[config.mk]
export PLATFORM = sky130hd
export DESIGN_NAME = rf_wport_arbiter
export DESIGN_NICKNAME = d
export VERILOG_FILES = /design/src/rtl/rf_wport_arbiter.sv
export SDC_FILE = /design/constraint.sdc
export NUM_CORES = 1
export LEC_CHECK = 0
export CAP_MARGIN = 20
export CORE_MARGIN = 2
export CORE_UTILIZATION = 35
export DETAILED_ROUTE_END_ITERATION = 7
export SYNTH_ARGS = -nofsm -noshare
export SYNTH_HDL_FRONTEND = slang
export SYNTH_SLANG_ARGS = --single-unit
[constraint.sdc]
create_clock -name clock -period 8 [get_ports clock]
set_clock_uncertainty 0.05 [all_clocks]
set_input_delay 1.6 -clock clock [delete_from_list [all_inputs] [get_ports clock]]
set_output_delay 1.6 -clock clock [all_outputs]
set_load 0.02 [all_outputs]
[src/rtl/rf_wport_arbiter.sv]
// Arbitrates the single regfile write port: pipeline writeback wins, MDU results bypass or buffer in a FIFO.
// Grant is zero-latency; MDU is back-pressured via mdu_ready_o when the FIFO is full and not popping.
module rf_wport_arbiter #(
    parameter int XLEN       = 64,
    parameter int DEPTH      = 2,
    parameter int STARVE_MAX = 8
) (
    input  logic            clock,
    input  logic            reset,
    input  logic            pipe_wen_i,
    input  logic [4:0]      pipe_rd_i,
    input  logic [XLEN-1:0] pipe_wdata_i,
    input  logic            mdu_valid_i,
    output logic            mdu_ready_o,
    input  logic [4:0]      mdu_rd_i,
    input  logic [XLEN-1:0] mdu_wdata_i,
    output logic            wen_o,
    output logic [4:0]      rd_o,
    output logic [XLEN-1:0] wdata_o,
    output logic            hold_o,
    output logic [31:0]     pending_o
);

    localparam int AW = (DEPTH > 1) ? $clog2(DEPTH) : 1;
    localparam int CW = $clog2(DEPTH + 1);
    localparam int SW = $clog2(STARVE_MAX + 1);

    logic [4:0]      rd_mem_q   [DEPTH];
    logic [4:0]      rd_mem_d   [DEPTH];
    logic [XLEN-1:0] data_mem_q [DEPTH];
    logic [XLEN-1:0] data_mem_d [DEPTH];
    logic [DEPTH-1:0] vld_q, vld_d;
    logic [AW-1:0]   rptr_q, rptr_d;
    logic [AW-1:0]   wptr_q, wptr_d;
    logic [CW-1:0]   count_q, count_d;
    logic [SW-1:0]   starve_q, starve_d;
    logic            hold_q, hold_d;

    logic pipe_act;
    logic fifo_empty;
    logic pop;
    logic bypass;
    logic push;
    logic [SW-1:0] starve_inc;

    always_comb begin
        pipe_act    = pipe_wen_i & (pipe_rd_i != 5'd0);
        fifo_empty  = (count_q == '0);
        pop         = !reset & !pipe_act & !fifo_empty;
        bypass      = !reset & !pipe_act & fifo_empty & mdu_valid_i & (mdu_rd_i != 5'd0);
        mdu_ready_o = !reset & ((count_q < CW'(DEPTH)) | pop);
        // rd=0 transfers are accepted but never stored; bypassed ones are written directly
        push        = mdu_valid_i & mdu_ready_o & (mdu_rd_i != 5'd0) & !bypass;
        starve_inc  = starve_q + SW'(1);
    end

    always_comb begin
        wen_o   = 1'b0;
        rd_o    = 5'd0;
        wdata_o = '0;
        if (!reset) begin
            if (pipe_act) begin
                wen_o   = 1'b1;
                rd_o    = pipe_rd_i;
                wdata_o = pipe_wdata_i;
            end else if (!fifo_empty) begin
                wen_o   = 1'b1;
                rd_o    = rd_mem_q[rptr_q];
                wdata_o = data_mem_q[rptr_q];
            end else if (bypass) begin
                wen_o   = 1'b1;
                rd_o    = mdu_rd_i;
                wdata_o = mdu_wdata_i;
            end
        end
    end

    always_comb begin
        pending_o = '0;
        if (!reset) begin
            for (int i = 0; i < DEPTH; i++) begin
                if (vld_q[i]) pending_o[rd_mem_q[i]] = 1'b1;
            end
        end
    end

    always_comb begin
        rd_mem_d   = rd_mem_q;
        data_mem_d = data_mem_q;
        vld_d      = vld_q;
        rptr_d     = rptr_q;
        wptr_d     = wptr_q;
        count_d    = count_q;
        // pop before push so a full FIFO can recycle the head slot in one cycle
        if (pop) begin
            vld_d[rptr_q] = 1'b0;
            rptr_d        = rptr_q + AW'(1);
        end
        if (push) begin
            rd_mem_d[wptr_q]   = mdu_rd_i;
            data_mem_d[wptr_q] = mdu_wdata_i;
            vld_d[wptr_q]      = 1'b1;
            wptr_d             = wptr_q + AW'(1);
        end
        case ({push, pop})
            2'b10:   count_d = count_q + CW'(1);
            2'b01:   count_d = count_q - CW'(1);
            default: count_d = count_q;
        endcase
    end

    always_comb begin
        starve_d = '0;
        hold_d   = 1'b0;
        if (!fifo_empty && pipe_act) begin
            // a pipeline write during a hold cycle re-arms the hold immediately
            if (hold_q || (starve_inc == SW'(STARVE_MAX))) begin
                hold_d   = 1'b1;
                starve_d = '0;
            end else begin
                starve_d = starve_inc;
            end
        end
    end

    always_ff @(posedge clock) begin
        if (reset) begin
            vld_q    <= '0;
            rptr_q   <= '0;
            wptr_q   <= '0;
            count_q  <= '0;
            starve_q <= '0;
            hold_q   <= 1'b0;
        end else begin
            vld_q    <= vld_d;
            rptr_q   <= rptr_d;
            wptr_q   <= wptr_d;
            count_q  <= count_d;
            starve_q <= starve_d;
            hold_q   <= hold_d;
        end
    end

    always_ff @(posedge clock) begin
        rd_mem_q   <= rd_mem_d;
        data_mem_q <= data_mem_d;
    end

    assign hold_o = hold_q;

endmodule

# Word level (Yosys, flattened, before mapping)

Index checks and enable logic that the tools add are counted.

Magnitude comparators: 12
Mux-type cells: 40
Reductions and logical operators: 17
$add $sub $neg: 5
Bitwise gates (word level): 18
Eq/ne operators: 3

Operator list:

| kind                  | number |
|---|---|
| $mux W64              | 8 |
| $bwmux W128           | 1 |
| $mux W32              | 4 |
| $demux W64 S1         | 1 |
| $mux W5               | 8 |
| $or A32 B32 Y32       | 1 |
| $lt A5 B6 Y1 const B  | 2 |
| $and A1 B1 Y1         | 10 |
| $bwmux W10            | 1 |
| $demux W1 S5          | 2 |
| $ge A5 B1 Y1 const B  | 2 |
| $reduce_bool A5 Y1    | 2 |
| $mux W1               | 9 |
| $logic_and A1 B1 Y1   | 6 |
| $demux W5 S1          | 1 |
| $add A4 B1 Y4 const B | 1 |
| $eq A4 B4 Y1 const B  | 1 |
| $ge A2 B2 Y1 const B  | 2 |
| $logic_not A1 Y1      | 4 |
| $lt A1 B2 Y1 const B  | 2 |
| $mux W2               | 2 |
| $not A1 Y2            | 2 |
| $pmux W2 S2           | 1 |
| $reduce_or A3 Y1      | 1 |
| 18 further kinds      | 21 |

Output and inout port bits: 104
Bits in registers: 149
Input bits: 142
Word-level logic and storage cells: 105

# Logic depth before layout (Yosys ltp)

Word-level depth: 12
Depth in mapped cells: 9
Depth with buffers taken out: 7

# Worst setup path after synthesis

Ideal clock, no wire load.

Path kind: input -> register
From: in pipe_wen_i
To: reg data_mem_q[0] in the netlist's numbering, enable pin
Cell stages on the path: 6
Setup slack: 1.916 ns
Data required time: 7.454 ns
Arrival time: 5.538 ns
Cell sequence: clkbuf_2 -> nor3_1 -> a31o_2 -> or4_1 -> buf_2 -> nor2_1

Word-level cells in the longest chain between the ends: 9
Elaborated cells between the ends (all ways): 13

RTL lines:

| element                    | RTL line | source |
|---|---|---|
| from (decl)                | 10       | `input logic pipe_wen_i,` |
| $and A1 B1 Y1 (*)          | 47       | `pipe_act = pipe_wen_i & (pipe_rd_i != 5'd0);` |
| $logic_not A1 Y1 (*)       | 49, 50   |  |
| $and A1 B1 Y1 (*)          | 49, 50   |  |
| $and A1 B1 Y1              | 49       | `pop = !reset & !pipe_act & !fifo_empty;` |
| $or A1 B1 Y1               | 51       | `mdu_ready_o = !reset & ((count_q < CW'(DEPTH)) \| pop);` |
| $and A1 B1 Y1              | 51       |  |
| $and A1 B1 Y1 (2 in a row) | 53       | `push = mdu_valid_i & mdu_ready_o & (mdu_rd_i != 5'd0) & !bypass;` |
| $and A1 B1 Y1 (*)          | 53       |  |
| to (signal assigned)       | 146      | `data_mem_q <= data_mem_d;` |
| to (decl)                  | 30       | `logic [XLEN-1:0] data_mem_q [DEPTH];` |

Every way passes the cells marked *; elsewhere a longest branch is shown, timed or not.
A chain may end at the register's enable or synchronous reset.

# Final worst setup path

From: in pipe_rd_i[1]
To: out rd_o[4]

Word-level cells in the longest chain between the ends: 11

RTL lines:

| element                    | RTL line | source |
|---|---|---|
| from (decl)                | 11       | `input logic [4:0] pipe_rd_i,` |
| $reduce_bool A5 Y1 (*)     | 47       |  |
| $and A1 B1 Y1 (*)          | 47       |  |
| $logic_not A1 Y1           | 50       | `bypass = !reset & !pipe_act & fifo_empty & mdu_valid_i & (mdu_rd_i != 5'd0);` |
| $and A1 B1 Y1 (4 in a row) | 50       |  |
| $mux W5                    | 70       | `end else if (bypass) begin` |
| $mux W5                    | 66       | `end else if (!fifo_empty) begin` |
| $mux W5 (*)                | 62       | `if (pipe_act) begin` |
| $mux W5 (*)                | 61       | `if (!reset) begin` |
| to (decl)                  | 18       | `output logic [4:0] rd_o,` |

Marks and branches as above.

==> flow_results.xml <==
<?xml version="1.0" encoding="UTF-8"?>
<metrics>
  <group name="logic_synthesis">
    <metric name="synthCells" unit="">701</metric>
    <metric name="mappedNetlistArea" unit="sq um">7680</metric>
    <metric name="yosys_warnings" unit="">0</metric>
    <metric name="synth-seq-area-share" unit="">0.568</metric>
    <metric name="yosys.cell_types.count" unit="">38</metric>
    <metric name="mappedNetlistNets" unit="">845</metric>
    <metric name="synth_enable_flop_cells" unit="">138</metric>
    <metric name="synth_async_sr_flop_share" unit="">0</metric>
    <metric name="synthesis.area_per_instance" unit="sq um">11.0</metric>
    <metric name="postSynthRegisterBits" unit="">149</metric>
    <metric name="synth_flop_cell" unit="">sky130_fd_sc_hd__edfxtp_1</metric>
  </group>
  <group name="setup_path">
    <metric name="cp.required" unit="ns">6.35</metric>
    <metric name="worstSetupStartpointType" unit="">primary input</metric>
    <metric name="crit_fanout" unit="">45</metric>
    <metric name="worstSetupPathType" unit="">primary input to primary output</metric>
    <metric name="rr_worst_depth" unit="">5</metric>
    <metric name="critical-path-slowest-cell" unit="">sky130_fd_sc_hd__clkdlybuf4s50_1</metric>
    <metric name="timing.reg2reg.setup_slack" unit="ns">4.50</metric>
    <metric name="path_common_cell" unit="">sky130_fd_sc_hd__clkdlybuf4s50_1</metric>
    <metric name="worst_r2r_startpoint" unit="">count_q[0]</metric>
    <metric name="worstSetupStartpoint" unit="">pipe_rd_i[1]</metric>
    <metric name="worst-endpoint-arrival" unit="ns">4.36</metric>
    <metric name="critPathCaptureType" unit="">primary output</metric>
    <metric name="critical_path.max_stage_delay" unit="ns">0.66</metric>
    <metric name="crit_path_cell_trace" unit="">clkdlybuf4s50_1 &gt; nor3_1 &gt; a21boi_4 &gt; buf_4 &gt; nor2b_1 &gt; o2bb2ai_1 &gt; clkdlybuf4s50_1</metric>
  </group>
  <group name="global_routing">
    <metric name="grt_start_max_net_pins" unit="">70</metric>
    <metric name="tot_gr_track_use" unit="">0.179</metric>
    <metric name="grt_antenna_before_repair" unit="">0</metric>
    <metric name="first_global_vias" unit="">6240</metric>
    <metric name="gr-total-overflow" unit="">0</metric>
    <metric name="wire_length_of_the_first_global_routing_pass" unit="mm">33.3</metric>
  </group>
  <group name="hold_path">
    <metric name="hold_class" unit="">register to register</metric>
    <metric name="worst_hold_startpoint" unit="">starve_q[0]</metric>
    <metric name="instance_count_along_the_most_critical_hold_path" unit="">1</metric>
  </group>
  <group name="placed_design">
    <metric name="postPlaceCellArea" unit="sq um">10300</metric>
    <metric name="place.gp.congestion" unit="">0.776</metric>
    <metric name="portBuffers" unit="">245</metric>
    <metric name="preCtsSetupSlack" unit="ns">1.99</metric>
    <metric name="dp.final_hpwl" unit="mm">14.2</metric>
  </group>
  <group name="layout">
    <metric name="fillCellCount" unit="">1934</metric>
    <metric name="final_common_cell" unit="">sky130_fd_sc_hd__clkdlybuf4s50_1</metric>
    <metric name="final_area" unit="sq um">10900</metric>
    <metric name="nets" unit="">1058</metric>
    <metric name="syn2layout_area_growth" unit="%">42.1</metric>
    <metric name="proportion_of_layout_cells_with_a_drive_suffix_above_1" unit="">0.0529</metric>
    <metric name="most_frequent_cells_in_the_layout" unit="">sky130_fd_sc_hd__clkdlybuf4s50_1, sky130_fd_sc_hd__edfxtp_1, sky130_fd_sc_hd__nor2_1</metric>
    <metric name="antenna_cells" unit="">0</metric>
  </group>
  <group name="pwr">
    <metric name="cellPowerDensity" unit="nW/um^2">188</metric>
    <metric name="max-vdd-ir-drop" unit="mV">0.134</metric>
    <metric name="leakagePower" unit="uW">0.00339</metric>
    <metric name="power" unit="uW">2060</metric>
  </group>
  <group name="route">
    <metric name="routed_wire_length_per_instance" unit="um">17.2</metric>
    <metric name="detailedRoute.firstPassIterationCount" unit="">5</metric>
    <metric name="routed_via_density" unit="">5.10</metric>
    <metric name="first_iter_violations" unit="">326</metric>
    <metric name="routed_wirelength" unit="mm">20.8</metric>
    <metric name="route.detailed.drc" unit="">0</metric>
    <metric name="drtAntennaViolNets" unit="">0</metric>
    <metric name="detailroute.via_count" unit="">6158</metric>
  </group>
  <group name="timing">
    <metric name="transition_time_at_the_pin_with_the_least_slew_margin" unit="ns">1.00</metric>
    <metric name="hold_viol" unit="">0</metric>
    <metric name="setup_tns" unit="ns">0</metric>
    <metric name="fmax" unit="GHz">0.166</metric>
    <metric name="slew-limit-headroom" unit="">0.333</metric>
    <metric name="finalCriticalPeriod" unit="ns">6.01</metric>
    <metric name="setup-violations-final" unit="">0</metric>
    <metric name="grt_setup_unrepaired" unit="">no</metric>
    <metric name="final-max-slew-violation-count" unit="">0</metric>
    <metric name="finalWorstSetupSlack" unit="ns">1.99</metric>
    <metric name="finalCritPeriodShare" unit="">0.751</metric>
  </group>
  <group name="clock_tree">
    <metric name="cts_sinks" unit="">149</metric>
    <metric name="ctsRootBufferMaster" unit="">sky130_fd_sc_hd__clkbuf_16</metric>
    <metric name="clk_path_buf_depth" unit="">2</metric>
    <metric name="htree_num_levels" unit="">4</metric>
    <metric name="clock_tree_from_tritoncts" unit="">built</metric>
    <metric name="cts_inserted_buffers" unit="">17</metric>
    <metric name="worst_skew_pair.late_latency" unit="ns">0.41</metric>
    <metric name="postCtsSetupRepairBufs" unit="">0</metric>
    <metric name="clk_pin_slew" unit="ns">0.06</metric>
    <metric name="cts_hold_buffers" unit="">0</metric>
    <metric name="postCtsResizedCells" unit="">0</metric>
  </group>
  <group name="floorplanning">
    <metric name="initial_utilization" unit="">0.354</metric>
    <metric name="placementRows" unit="">54</metric>
    <metric name="ios" unit="">246</metric>
    <metric name="die_w" unit="um">152</metric>
    <metric name="design.die.area" unit="sq um">23100</metric>
    <metric name="core-area" unit="sq um">21700</metric>
    <metric name="die-height" unit="um">152</metric>
  </group>
  <group name="flow_run">
    <metric name="max_cap_check_violation_count" unit="">0</metric>
  </group>
  <group name="run_status">
    <metric name="outcome" unit="">completed</metric>
  </group>
</metrics>
-- metal layers --
metal / GRT usage / wire length [um] / part of all wire
met1: 0.232 / 9450 / 0.45
met2: 0.299 / 9910 / 0.48
met3: 0.0418 / 1100 / 0.053
met4: 0.0570 / 316 / 0.015
met5: 0 / 0 / 0
-- per-stage QoR --
stage | std cells | util | hold slack (ns)
floorplan | 701 | - | 0.380
global placement | 1173 | 0.475 | 0.401
detailed placement | 1174 | 0.476 | 0.406
CTS | 1206 | 0.503 | 0.421
global route | 1207 | 0.503 | 0.469
finish | 1207 | 0.503 | 0.421
-- cells by family after synthesis --
kind of cell / share of synthesized area
simple gates: 0.153
compound gates: 0.137
flops: 0.568
mux: 0.0938
buf+inv: 0.0397
xor+xnor: 0.00570
fa+ha+maj: 0.00326
-- synth_stat cells (2+ instances only) --
master                      number  share of area
sky130_fd_sc_hd__o2bb2ai_1       3         0.0034
sky130_fd_sc_hd__o21ai_0        66          0.043
sky130_fd_sc_hd__dfxtp_1        11          0.029
sky130_fd_sc_hd__or3_1           2         0.0016
sky130_fd_sc_hd__buf_1           4         0.0020
sky130_fd_sc_hd__nand3b_1       66          0.065
sky130_fd_sc_hd__xnor2_1         2         0.0023
sky130_fd_sc_hd__and3b_1         5         0.0057
sky130_fd_sc_hd__mux2i_1        72          0.094
sky130_fd_sc_hd__buf_2          15         0.0098
sky130_fd_sc_hd__a22oi_1        32          0.031
sky130_fd_sc_hd__clkbuf_1       35          0.017
sky130_fd_sc_hd__nand2_1         9         0.0044
sky130_fd_sc_hd__buf_4           3         0.0029
sky130_fd_sc_hd__nor3_1          5         0.0033
sky130_fd_sc_hd__edfxtp_1      138           0.54
sky130_fd_sc_hd__a21oi_1        70          0.046
sky130_fd_sc_hd__or4_1           2         0.0020
sky130_fd_sc_hd__inv_1           3         0.0015
sky130_fd_sc_hd__and3_1          5         0.0041
sky130_fd_sc_hd__xor2_1          3         0.0034
sky130_fd_sc_hd__o22ai_1         2         0.0016
sky130_fd_sc_hd__nor2_1        117          0.057
sky130_fd_sc_hd__buf_6           4         0.0059
sky130_fd_sc_hd__ha_1            2         0.0033
sky130_fd_sc_hd__o21ai_1         6         0.0039
sky130_fd_sc_hd__nor3b_1         8         0.0078
-- sequential cells by signal, indices dropped and copies added (netlist names) --
| name | flops |
|---|---|
| hold_o | 1 |
| count_q | 2 |
| wptr_q | 1 |
| rd_mem_q | 10 |
| vld_q | 2 |
| starve_q | 4 |
| rptr_q | 1 |
| data_mem_q | 128 |
-- power by group --
group	switching [uW]	internal, uW
registers	14.9	883
logic	190	176
clock network	318	473
-- critical path, delay by kind of cell --
kind	cells	cell delay, ns
buf+inv	3	1.43
simple gates	2	0.85
compound gates	2	0.48
-- worst paths after layout --
check | to
worst min-delay path | starve_q[0]
worst max register to register | data_mem_q[30]
worst max-delay path | rd_o[4]
worst min register to register | starve_q[0]
-- area by class of cell --
type / instances / area (sq um) / area share
well taps: 280 / 350 / 0.0321
repair buffers: 256 / 2540 / 0.233
flip-flops and latches: 149 / 4370 / 0.400
inverters: 3 / 11.3 / 0.00103
clock buffers: 20 / 447 / 0.0409
multi-input cells: 487 / 3050 / 0.279
clock inverters: 12 / 144 / 0.0132
Note: power is estimated with default switching activity, not from simulation.
